### src/rtl/sor_right_pipe.sv
// sor_right_pipe
// Pipelined shift-right / rotate-right unit with a valid/ready handshake on
// both sides. Stage k applies one conditional right move of 2^k bit
// positions, so one operand can be accepted per clock. The result appears
// SEL_W cycles after acceptance.
//
// Build option:
//   SOR_RIGHT_ARITH_EN  when defined, shift mode fills vacated MSBs with the
//                       operand's original MSB (arithmetic shift). When
//                       undefined, shift mode zero-fills (logical shift).
//
// Ports:
//   clk        rising-edge clock
//   rst_n      asynchronous active-low reset
//   in_valid   operand present on data/select/control
//   in_ready   unit accepts the operand this cycle
//   data       operand, WIDTH bits
//   select     shift/rotate amount, SEL_W bits
//   control    0 = shift right, 1 = rotate right
//   out_valid  sor holds a result
//   out_ready  downstream accepts the result
//   sor        shifted/rotated result, driven from the last stage register
module sor_right_pipe #(
   parameter int WIDTH = 8,
   parameter int SEL_W = $clog2(WIDTH)
) (
   input  logic             clk,
   input  logic             rst_n,
   input  logic             in_valid,
   output logic             in_ready,
   input  logic [WIDTH-1:0] data,
   input  logic [SEL_W-1:0] select,
   input  logic             control,
   output logic             out_valid,
   input  logic             out_ready,
   output logic [WIDTH-1:0] sor
);

   logic advance;
   logic fill_in;

   // The fill bit is decided once at the input so that every later stage
   // fills with the operand's original MSB, not an already-shifted bit.
`ifdef SOR_RIGHT_ARITH_EN
   assign fill_in = data[WIDTH-1];
`else
   assign fill_in = 1'b0;
`endif

   // One global stall: the whole pipe moves only when the last stage is
   // empty or is being drained this cycle.
   assign in_ready = !out_valid || out_ready;
   assign advance  = in_ready;

   for (genvar k = 0; k < SEL_W; k++) begin : g_stage
      localparam int AMT = 1 << k;

      logic [WIDTH-1:0] src_data;
      logic [SEL_W-1:0] src_sel;
      logic             src_ctrl;
      logic             src_fill;
      logic             src_valid;
      logic [WIDTH-1:0] next_data;

      logic [WIDTH-1:0] data_q;
      logic [SEL_W-1:0] sel_q;
      logic             ctrl_q;
      logic             fill_q;
      logic             valid_q;

      if (k == 0) begin : g_first
         assign src_data  = data;
         assign src_sel   = select;
         assign src_ctrl  = control;
         assign src_fill  = fill_in;
         assign src_valid = in_valid;
      end else begin : g_rest
         assign src_data  = g_stage[k-1].data_q;
         assign src_sel   = g_stage[k-1].sel_q;
         assign src_ctrl  = g_stage[k-1].ctrl_q;
         assign src_fill  = g_stage[k-1].fill_q;
         assign src_valid = g_stage[k-1].valid_q;
      end

      // Conditional move by this stage's power of two: rotate wraps the low
      // bits to the top, shift brings in copies of the fill bit instead.
      always_comb begin
         next_data = src_data;
         if (src_sel[k]) begin
            if (src_ctrl) begin
               next_data = {src_data[AMT-1:0], src_data[WIDTH-1:AMT]};
            end else begin
               next_data = {{AMT{src_fill}}, src_data[WIDTH-1:AMT]};
            end
         end
      end

      // Stage register: holds while stalled, clears on reset so in-flight
      // operands are discarded and the output reads zero.
      always_ff @(posedge clk or negedge rst_n) begin
         if (!rst_n) begin
            data_q  <= '0;
            sel_q   <= '0;
            ctrl_q  <= 1'b0;
            fill_q  <= 1'b0;
            valid_q <= 1'b0;
         end else if (advance) begin
            data_q  <= next_data;
            sel_q   <= src_sel;
            ctrl_q  <= src_ctrl;
            fill_q  <= src_fill;
            valid_q <= src_valid;
         end
      end
   end

   assign out_valid = g_stage[SEL_W-1].valid_q;
   assign sor       = g_stage[SEL_W-1].data_q;

   // The last stage's sideband bits have no consumer beyond the pipe.
   logic unused_tail;
   assign unused_tail = ^{g_stage[SEL_W-1].sel_q, g_stage[SEL_W-1].ctrl_q,
                          g_stage[SEL_W-1].fill_q};

endmodule

### config.mk
export PLATFORM = sky130hd
export DESIGN_NAME = sor_right_pipe
export DESIGN_NICKNAME = d
export VERILOG_FILES = /design/src/rtl/sor_right_pipe.sv
export SDC_FILE = /design/constraint.sdc
export NUM_CORES = 1
export LEC_CHECK = 0
export ABC_AREA = 1
export CAP_MARGIN = 20
export CELL_PAD_IN_SITES_DETAIL_PLACEMENT = 0
export CELL_PAD_IN_SITES_GLOBAL_PLACEMENT = 1
export CORE_ASPECT_RATIO = 0.9
export CORE_MARGIN = 3
export CORE_UTILIZATION = 37
export DETAILED_ROUTE_END_ITERATION = 7
export GPL_TIMING_DRIVEN = 1
export MAX_ROUTING_LAYER = met4
export PLACE_DENSITY_LB_ADDON = 0.12
export SYNTH_ARGS = -nofsm -noshare
export SYNTH_HDL_FRONTEND = slang
export SYNTH_SLANG_ARGS = --single-unit
export TNS_END_PERCENT = 20
### constraint.sdc
create_clock -name clk -period 1 [get_ports clk]
set_input_delay 0.25 -clock clk [delete_from_list [all_inputs] [get_ports clk]]
set_output_delay 0.25 -clock clk [all_outputs]
set_load 0.005 [all_outputs]
* Word-level counts from Yosys, hierarchy flattened
Index checks and enable logic that the tools add are counted.
Widths: inputs -> output; s select.
** Cells by class
- Equality and inequality tests :: 0
- Add/sub/neg operators :: 0
- Bitwise gates (word level) :: 0
- Reduce and logical (&&, ||, !) cells :: 2
- $lt $le $gt $ge :: 0
- Mux-type cells :: 6
- Shift-type cells :: 0
- Div/mod/pow operators :: 0
- $mul :: 0
** Operators by type and width (count)
- $mux 8 :: 6
- $logic_not 1->1 :: 1
- $logic_or 1x1->1 :: 1
** Word-level totals
- Logic and storage cells :: 18
- Memory bits (read-only) :: 0
- Bits in writable memories :: 0
- Memories :: 0
- Input port bits :: 16
- Output and inout port bits :: 10
- Flip-flop bits (word level) :: 35
- Latch bits :: 0

* Depth between registers and ports, before layout
Gate-level depths: netlist of run 1.
- Depth after elaboration :: 2
- Gate-level depth with buffers :: 6
- Mapped depth without buffers :: 5

* Least setup slack after synthesis of run 1
OpenSTA, ideal clock, no wires.
- Path kind :: register to output
- From :: register g_stage[2].valid_q, in the netlist out_valid
- To :: output port in_ready
- Setup slack :: 57 ps
- Arrival :: 693 ps
- Path buffers :: 1
- Cell stages (with the launch flop) :: 3
- Data required time :: 750 ps
- Path through :: dfrtp_1 nand2_4 buf_4
** On the way
- Longest elaborated chain between the ends :: 2
** RTL lines
- start, declared :: RTL line 69 : logic valid_q;
- start signal, assigned :: RTL line 112 : valid_q <= src_valid;
- $logic_not 1->1 :: RTL line 52 : assign in_ready = !out_valid || out_ready;
- $logic_or 1x1->1 :: RTL line 52
- end, declared :: RTL line 30 : output logic in_ready,
No other way between the ends.

* Final worst setup path of run 1
- From :: input port out_ready
- To :: output port in_ready
** On the way
- Longest elaborated chain between the ends :: 1
** RTL lines
- start, declared :: RTL line 35 : input logic out_ready,
- $logic_or 1x1->1 :: RTL line 52
No other way between the ends.

==> out/results.ini, run 1 <==
[drt]
avgViaCountPerCell = 4.40
routedWlPerCell_um = 9.47
dr.pass1.iters = 4
drtIter0Drc = 58
wl_mm = 2.86
drc = 0
antenna_left = 0
vias = 1329

[clock_network]
cts_buffers = 5
cts_tree = done
clockBufferDepth = 2
h-tree-depth = 2
clk_pin_slew_ns = 0.07
insertion_delay_ns = 0.28
cts_hold_buffers = 0
ctsRootBufferMaster = clkbuf_8
clock-sinks = 32

[grt]
grtUsageTotal_pct = 14.1
grt_pass1_wl_mm = 5.42
grt_max_degree = 33
overflow = 0
grt_pass1_vias = 1290
antenna_found_initial = 0

[outcome]
status = complete, but fails checks
violations = setup timing

[floorplanning]
io_pins = 26
core_sq_um = 3890
die_w_um = 74.8
dieArea_sq_um = 5070
rows = 21
initial_core_util_pct = 40.5
die_y_um = 67.9

[logic_synthesis]
yosysSeqAreaShare_pct = 50.9
synth.distinct_cells = 11
synthTopCellsByArea = dfrtp_1 51%, nand2_1 28%, nand3_1 7.6%
netlist_area_sq_um = 1570
yosysTopAreaCellShare_pct = 50.9
synthesis.nets = 233
syn_inst = 217
synth.largest_area_cell = dfrtp_1
yosysWarnings = 0
syn_avg_cell_area_sq_um = 7.25
synth-seq-cells = 32

[placement]
gp_congestion = 0.810
place_inst = 289
port_buffers = 25
placed_area_sq_um = 1910
hpwl_mm = 2.02

[power]
p_seq_share_pct = 43.5
vdd_drop_max_mv = 0.851
powerDensity_nw_per_um2 = 2440
pwr-share-comb_pct = 36.1
switching_share_pct = 34.6
p_leak_nw = 1.16
p_int_mw = 3.20
p_clk_share_pct = 20.4
netSwitchingPower_mw = 1.69

[final_layout]
fillers = 403
final_cells = 302
final_nets = 271
num_antenna_cells = 0
final_layout_size_suffix_gt1_share_pct = 14.5
syn2layout_area_growth_pct = 27.4
final_area_sq_um = 2010

[worst_setup_path]
reg2reg_slack_ns = -0.10
critPathKind = input pin to output pin
reg2regPathDepth = 6
rr_startpoint = out_valid
end_kind = output pin
worstPathRequired_ns = 0.75
crit_path_start_kind = input pin
worstPathMaxFanout = 2
r2r_end = g_stage[1].data_q[0]
cp.arrival_ns = 0.92

[sta]
finalCriticalPeriod_ns = 1.17
tightest_slew_ns = 0.283
holdWs_ns = 0.331
finalClockSkew_ns = 0.00617
slew_violations = 0
max_freq_mhz = 853
slew_headroom_pct = 81.1
rsz0062_at_grt = yes
final-hold-violation-count = 0
setup_viol = 40
setup_ws_ns = -0.173
period_share_pct = 117

[run]
max-cap-violations = 0

[worst_hold_path]
hp-class = input pin to asynchronous set/reset pin

[worst max-delay path, cell delays in order]
cell and delay [ns]:
clkdlybuf4s50_1 0.47, inv_2 0.05, nand2_4 0.07, buf_6 0.09
[per-layer routing]
layer  share of wire [%]  up-vias  GRT usage [%]  wire [um]
met5                   0        -              -          0
li1                    -      720              -          -
met4                 1.7        0           6.00         49
met1                  48      576           15.9       1360
met3                 4.2        4           3.08        119
met2                  47       29           24.3       1330
[cell usage after synthesis]
library cell	number
inv_1	27
inv_2	2
nand3_1	24
dfrtp_1	32
inv_6	1
buf_6	2
o21ai_0	3
buf_4	4
nand2_1	119
buf_2	2
nand2_4	1
[cell families after synthesis]
| logic type | count (synthesis) | synth area share, % |
|---|---|---|
| and+or+nand+nor | 144 | 36.7 |
| AOI/OAI and AO/OA | 3 | 0.954 |
| buffers and inverters | 38 | 11.4 |
| DFF | 32 | 50.9 |
[stage by stage]
step                      util, %  worst slack, ns  TNS (ns)  power (mW)
after floorplan                 -           0.0566         0        3.17
after global placement       49.2           -0.567    -13.90        3.93
after detailed placement     49.2           -0.556    -14.07        3.97
after CTS                    51.7           -0.172     -4.86        4.98
after global routing         51.6           -0.214     -5.48        5.36
final                        51.6           -0.173     -2.90        4.89
[registers in the layout, summed over array words and instances, names as in the netlist]
name             flops
g_stage.data_q      16
g_stage.ctrl_q       2
out_valid            1
g_stage.sel_q        3
g_stage.valid_q      2
sor                  8
[layout make-up]
| type | count | area, sq um | share of cell area, % |
|---|---|---|---|
| repair buffers | 39 | 344 | 17.2 |
| flip-flops and latches | 32 | 801 | 39.9 |
| well taps | 46 | 57.6 | 2.87 |
| clock buffers | 6 | 82.6 | 4.12 |
| clock inverters | 2 | 10.0 | 0.499 |
| inverters | 30 | 118 | 5.86 |
| multi-input cells | 147 | 593 | 29.6 |
[cells in the final DEF, fill, tap and decap left out]
cell and count:
nand3_1 24, nand2_1 119, buf_6 3, buf_4 10
clkbuf_2 2, nand2_4 1, buf_2 7, inv_2 3
o21ai_0 3, inv_6 1, inv_1 26, dfrtp_1 32
clkbuf_8 6, clkdlybuf4s50_1 15, buf_12 2, clkinv_2 2
[what timing repair did]
item / in CTS / in global routing
gates resized for setup: 39 / 3
endpoints found under the setup margin: 40 / 42
setup buffers: 5 / 0
pin swaps: 1 / 0
[power by group through the flow]
stage          registers (mW)  clock network (mW)  logic [mW]
2_1_floorplan            2.08                   0        1.10
3_3_place_gp             2.15                   0        1.77
3_5_place_dp             2.18                   0        1.79
4_1_cts                  2.14                1.04        1.81
5_1_grt                  2.20                1.08        2.08
6_report                 2.13               0.996        1.77
[worst max path at each step]
stage / startpoint / depth (start not counted) / slack (ns) / to
floorplan: out_valid / 2 / 0.06 / in_ready
global placement: out_ready / 4 / -0.57 / in_ready
detailed placement: out_ready / 4 / -0.56 / in_ready
CTS: out_valid / 3 / -0.17 / in_ready
global route: out_valid / 3 / -0.21 / in_ready
finish: out_ready / 4 / -0.17 / in_ready
(Power assumes the default switching activity.)
==> inputs of run 2 (changes only) <==
ABC_CLOCK_PERIOD_IN_PS = 1000   (was default)
==> results of run 2 <==
The final DEF is identical to that of run 1; final timing and power are the same.
